### src/rtl/shift_reg_univ.sv
// Universal shift register: load, shift, rotate, arithmetic shift, clear.
// Registered serial output and saturating shift counter with done pulse.
module shift_reg_univ #(
   parameter int WIDTH = 8,
   parameter logic [WIDTH-1:0] INIT = '0
) (
   input  logic                         clk,
   input  logic                         rst,
   input  logic [2:0]                   mode,
   input  logic                         s_in,
   input  logic [WIDTH-1:0]             p_in,
   output logic [WIDTH-1:0]             Q,
   output logic                         s_out,
   output logic [$clog2(WIDTH+1)-1:0]   cnt,
   output logic                         done
);

   localparam int CW = $clog2(WIDTH + 1);
   localparam logic [CW-1:0] CMAX  = CW'(WIDTH);
   localparam logic [CW-1:0] CLAST = CW'(WIDTH - 1);
   localparam logic [CW-1:0] ONE   = CW'(1);

   localparam logic [2:0] M_HOLD = 3'b000;
   localparam logic [2:0] M_SHR  = 3'b001;
   localparam logic [2:0] M_SHL  = 3'b010;
   localparam logic [2:0] M_ROR  = 3'b011;
   localparam logic [2:0] M_ROL  = 3'b100;
   localparam logic [2:0] M_LOAD = 3'b101;
   localparam logic [2:0] M_ASR  = 3'b110;
   localparam logic [2:0] M_CLR  = 3'b111;

   // Declaration initialisers give the reset state at power-up
   logic [WIDTH-1:0] q_r    = INIT;
   logic             so_r   = 1'b0;
   logic [CW-1:0]    cnt_r  = '0;
   logic             done_r = 1'b0;

   logic [WIDTH-1:0] q_nxt;
   logic             so_nxt;
   logic             is_shift;
   logic             cnt_zero;

   always_comb begin
      q_nxt    = q_r;
      so_nxt   = so_r;
      is_shift = 1'b0;
      cnt_zero = 1'b0;
      case (mode)
         M_SHR: begin
            q_nxt    = {s_in, q_r[WIDTH-1:1]};
            so_nxt   = q_r[0];
            is_shift = 1'b1;
         end
         M_SHL: begin
            q_nxt    = {q_r[WIDTH-2:0], s_in};
            so_nxt   = q_r[WIDTH-1];
            is_shift = 1'b1;
         end
         M_ROR: begin
            q_nxt    = {q_r[0], q_r[WIDTH-1:1]};
            so_nxt   = q_r[0];
            is_shift = 1'b1;
         end
         M_ROL: begin
            q_nxt    = {q_r[WIDTH-2:0], q_r[WIDTH-1]};
            so_nxt   = q_r[WIDTH-1];
            is_shift = 1'b1;
         end
         M_LOAD: begin
            q_nxt    = p_in;
            cnt_zero = 1'b1;
         end
         M_ASR: begin
            q_nxt    = {q_r[WIDTH-1], q_r[WIDTH-1:1]};
            so_nxt   = q_r[0];
            is_shift = 1'b1;
         end
         M_CLR: begin
            q_nxt    = '0;
            so_nxt   = 1'b0;
            cnt_zero = 1'b1;
         end
         M_HOLD: ;
         default: ;
      endcase
   end

   always_ff @(posedge clk) begin
      if (rst) begin
         q_r    <= INIT;
         so_r   <= 1'b0;
         cnt_r  <= '0;
         done_r <= 1'b0;
      end else begin
         q_r    <= q_nxt;
         so_r   <= so_nxt;
         // Pulse only on the WIDTH-1 -> WIDTH transition, never while saturated
         done_r <= is_shift && (cnt_r == CLAST);
         if (cnt_zero)
            cnt_r <= '0;
         else if (is_shift && (cnt_r != CMAX))
            cnt_r <= cnt_r + ONE;
      end
   end

   assign Q     = q_r;
   assign s_out = so_r;
   assign cnt   = cnt_r;
   assign done  = done_r;

endmodule

### config.mk
export PLATFORM = sky130hd
export DESIGN_NAME = shift_reg_univ
export DESIGN_NICKNAME = d
export VERILOG_FILES = /design/src/rtl/shift_reg_univ.sv
export SDC_FILE = /design/constraint.sdc
export NUM_CORES = 1
export LEC_CHECK = 0
export CORE_MARGIN = 5
export CORE_UTILIZATION = 47
export CTS_CLUSTER_DIAMETER = 100
export DETAILED_ROUTE_END_ITERATION = 10
export GPL_TIMING_DRIVEN = 0
export PLACE_DENSITY = 0.86
export SLEW_MARGIN = 20
export SYNTH_ARGS = -nofsm -noshare
export SYNTH_HDL_FRONTEND = slang
export SYNTH_SLANG_ARGS = --single-unit
### constraint.sdc
create_clock -name clk -period 3.9 [get_ports clk]
set_input_delay 0.78 -clock clk [delete_from_list [all_inputs] [get_ports clk]]
set_output_delay 0.78 -clock clk [all_outputs]
set_load 0.02 [all_outputs]
Word-level counts from Yosys, hierarchy flattened
Index checks and enable logic that the tools add are counted.
{ "op_classes": {"addsub": 1, "multipliers": 0, "div_mod_pow": 0, "magnitude_cmp": 0, "n_eq_ne": 9, "shift": 0, "mux": 4, "bitwise": 1, "n_reduce_logical": 11} }
{ "ops": {"columns": ["op", "n"], "rows": [
  ["8-bit one-hot mux with 7 select lines", 1],
  ["3-bit equality test (second input constant)", 4],
  ["7-bit nonzero test", 1],
  ["3-bit by 2-bit equality test with 1-bit output (second input constant)", 2],
  ["6-bit nonzero test", 1],
  ["2-bit OR reduction", 3],
  ["5-bit OR reduction", 1],
  ["4-bit by 1-bit adder with 4-bit output (second input constant)", 1],
  ["4-bit by 3-bit equality test with 1-bit output (second input constant)", 1],
  ["4-bit inequality test (second input constant)", 1],
  ["3-bit by 1-bit equality test with 1-bit output (second input constant)", 1],
  ["1-bit one-hot mux with 3 select lines", 1],
  ["3-bit nonzero test", 1],
  ["3-bit OR reduction", 1],
  ["1-bit logical AND", 2],
  ["1-bit 2-to-1 mux", 2],
  ["2-bit AND reduction", 1],
  ["1-bit inverter", 1]
]} }
{ "totals": {"ff_bits": 14, "latchBits": 0, "ram_bits": 0, "romBits": 0, "elab_cells": 31, "memories": 0} }

Logic depth before layout (Yosys ltp)
{ "logic_depth": {"depth_word": 4, "depth_mapped": 5, "depth_no_buf": 5} }

Worst setup path after synthesis
OpenSTA, ideal clock, no wires.
{ "synth_timing": {"kind": "in2reg", "from": "input mode[0]", "to": "register cnt_r[2], in the netlist cnt[2]", "setup_time_ps": 143, "arrival_time_ps": 1622, "required_time_ps": 3757, "path_slack_ps": 2135, "stages": 5, "path_cell_list": "buf_2 or3_1 clkbuf_1 a31oi_1 a311oi_1"} }
{ "synth_via": {"elab_chain_cells": 4, "word_cells_on_any_way": 13} }
{ "synth_rtl": {"columns": ["element", "line_no", "rtl"], "rows": [
  ["from (decl)", "9", "input logic [2:0] mode,"],
  ["3-bit equality test, or another cell as far along", "48", "case (mode)"],
  ["5-bit OR reduction (no source line) or 2-bit OR reduction (tied branches)", null, null],
  ["1-bit 2-to-1 mux", "48", null],
  ["1-bit logical AND or 2-bit OR reduction (tied branches)", null, null],
  ["to (signal assigned)", "102", "cnt_r <= cnt_r + ONE;"],
  ["to (decl)", "35", "logic [CW-1:0] cnt_r = '0;"]
]} }
Parallel ways exist; a longest one is shown, timed or not.
A chain may end at the register's enable or synchronous reset.

Worst setup path in the final report
{ "layout_timing": {"from": "input mode[2]", "to": "register q_r[6], in the netlist Q[6]"} }
{ "layout_via": {"elab_chain_cells": 2, "word_cells_on_any_way": 9} }
{ "layout_rtl": {"columns": ["element", "line_no", "rtl"], "rows": [
  ["3-bit equality test, or another cell as far along", "48", null],
  ["8-bit one-hot mux with 7 select lines or 7-bit nonzero test (tied branches)", null, null],
  ["to (signal assigned)", "95", "q_r <= q_nxt;"],
  ["to (decl)", "33", "logic [WIDTH-1:0] q_r = INIT;"]
]} }
Parallel ways exist; a longest one is shown, timed or not.

==> impl_metrics.ini <==
[timing]
period_needed_ps = 2190
fin_skew_ps = 1.54
timing_hold_violations_final = 0
final.period_utilization_pct = 56.2
slew_headroom_pct = 64.7
hold_ws_ps = 521
setup_slack_ps = 1710
setup_viol = 0
grt_setup_unrepaired = no
fin_tns_setup_ps = 0
finalMaxSlewViolations = 0
worstMarginPinSlew_ps = 530
fmax_ghz = 0.457

[placement]
numPortBuffers = 26
gp_congestion = 0.783
dp_slack_ps = 1410
hpwl_um = 1640
placed_area_um2 = 1100

[critical_path]
end_kind = register
max_stage_delay_ps = 570
cp_cell_sequence = clkdlybuf4s50_1, buf_6, mux2i_2, nor2_1, a2111oi_1
path_max_fanout = 10
reg2reg_from = cnt[0]
cp.required_ps = 4070
crit_family = buffers and inverters
critical_path_buf_inv_count = 2
critical_path_class = in -> reg
critPathLaunch = mode[2]
crit_path_top_delay_cell = clkdlybuf4s50_1
crit_arrival_ps = 2360
start_kind = primary input

[clock_tree]
cts_tree = built
clock_latency_ps = 280
cts.repair.resized = 0
hold_buffers = 0
cts_root_buffer = clkbuf_4
clk_path_buf_depth = 2
cts_sinks = 14
numCtsBuffers = 3
clk_pin_slew_ps = 90
htree_levels = 1
postCtsSetupRepairBufs = 0

[drt]
drt_iter0_markers = 27
drtPass1Iterations = 5
vias = 902
wl_per_cell_um = 15.7
wl_um = 2250
via_per_inst = 6.31
drt_drc_violations_left = 0
ant_nets = 0

[floorplan]
dieArea_um2 = 2680
die_w_um = 51.8
pin_count = 28
rows = 15
die_y_um = 51.8
initial_core_util_pct = 48.6
core_um2 = 1690

[global_route]
antenna_found_initial = 0
first_global_vias = 854
grt_pass1_wl_um = 3660
grt_overflow = 0
grt_usage_pct = 18.1
grt_max_degree = 11

[job]
max_cap_violations = 0

[logic_synthesis]
yosysSeqAreaShare_pct = 34.1
ys_seq_elements = 14
synth.distinct_cells = 32
synth_area_um2 = 821
yosys_warnings = 0
synth_nets = 113
synthCells = 97
avgSynthCellArea_um2 = 8.46

[finish]
fillerInstances = 160
drive_gt1_share_pct = 9.52
area_growth_pct = 37.0
fin_nets = 144
n_antenna_cell = 0
final_design_area_no_fill_um2 = 1120

[min_path]
hp-start = s_out
hp-class = reg -> reg

[power]
p_leak_nw = 0.409
finalPower_w = 0.000350
p_per_area_nw_per_um2 = 311
ir_drop_uv = 203

[status]
status = completed
[per-stage QoR]
stage | util, % | instances
2_1_floorplan | - | 97
3_5_place_dp | 65.3 | 140
5_1_grt | 66.6 | 143
3_3_place_gp | 65.3 | 140
6_report | 66.6 | 143
4_1_cts | 66.6 | 143
[flip-flops by register name (all words and copies together), names as in the netlist]
signal  count
Q           8
cnt         4
done        1
s_out       1
[cells by family after synthesis]
family / count (synthesis) / share of synthesized area, %
compound gates: 37 / 30.8
xor+xnor: 1 / 1.98
fa+ha+maj: 2 / 3.05
buf+inv: 11 / 7.16
flops: 14 / 34.1
mux: 1 / 1.68
simple gates: 31 / 21.2
[worst reg2reg max path, stage by stage (launching register included)]
cell      delay (ps)
dfxtp_1          400
inv_1             80
ha_1             210
nand3b_1         130
a31oi_1          100
a311oi_1         240
[final timing paths]
check           end  slack (ps)  cells after the start
max            Q[6]        1710                      5
min           s_out         520                      2
max reg2reg  cnt[2]        2660                      5
min reg2reg   s_out         520                      2
[cell usage after synthesis]
library cell | count | area [um^2]
o22ai_1 | 7 | 43.8
nor3_1 | 2 | 10.0
and2_4 | 1 | 8.76
nor2b_1 | 3 | 18.8
a2111oi_2 | 1 | 15.0
buf_2 | 2 | 10.0
nand3b_1 | 1 | 7.51
dfxtp_1 | 14 | 280
inv_1 | 4 | 15.0
and3b_1 | 2 | 17.5
o21ai_0 | 5 | 25.0
ha_1 | 2 | 25.0
or4_1 | 1 | 7.51
or3_1 | 1 | 6.26
a221oi_1 | 1 | 8.76
clkbuf_1 | 3 | 11.3
nor4b_1 | 1 | 8.76
nor2_1 | 9 | 33.8
a21oi_1 | 10 | 50.1
o31ai_1 | 2 | 15.0
a22o_1 | 1 | 8.76
buf_6 | 2 | 22.5
xnor2_2 | 1 | 16.3
nand2b_1 | 1 | 6.26
nand2_1 | 2 | 7.51
mux2i_2 | 1 | 13.8
nand3_1 | 4 | 20.0
a2111oi_1 | 5 | 50.1
a31oi_1 | 3 | 18.8
nor3b_1 | 2 | 15.0
or2_2 | 1 | 6.26
a311oi_1 | 2 | 17.5
[placed cells by master (no fill, tap or decap), types with 2 or more instances in the layout]
cell,count
o22ai_1,7
a21oi_1,10
and3b_1,2
a311oi_1,2
nor3_1,2
dfxtp_1,14
nor3b_1,2
a31oi_1,3
nand3_1,4
inv_1,4
o31ai_1,2
nand2_1,2
a2111oi_1,5
nor2b_1,3
o21ai_0,5
ha_1,2
clkbuf_1,3
buf_6,2
nor2_1,9
buf_2,2
clkdlybuf4s50_1,26
clkbuf_4,3
[layout make-up]
type	count	area [um^2]	area share, %
Timing Repair Buffer	26	260	23.1
Clock buffer	3	22.5	2.00
Buffer	7	43.8	3.89
Tap cell	17	21.3	1.89
Multi-Input combinational cell	72	482	42.8
Sequential cell	14	280	24.9
Inverter	4	15.0	1.33
[layer usage]
metal / up-vias / share of wire [%] / track usage (%)
li1: 432 / - / -
met1: 429 / 41 / 18.6
met2: 35 / 52 / 35.8
met3: 6 / 6.4 / 4.87
met4: 0 / 1.3 / 3.49
met5: - / 0 / 0
[power by group]
group           total, W  switching [W]  internal [W]
combinational   0.000103      0.0000519     0.0000510
sequential      0.000164      0.0000109      0.000153
clock          0.0000830      0.0000472     0.0000358
total           0.000350       0.000110      0.000240
(Power assumes the default switching activity.)
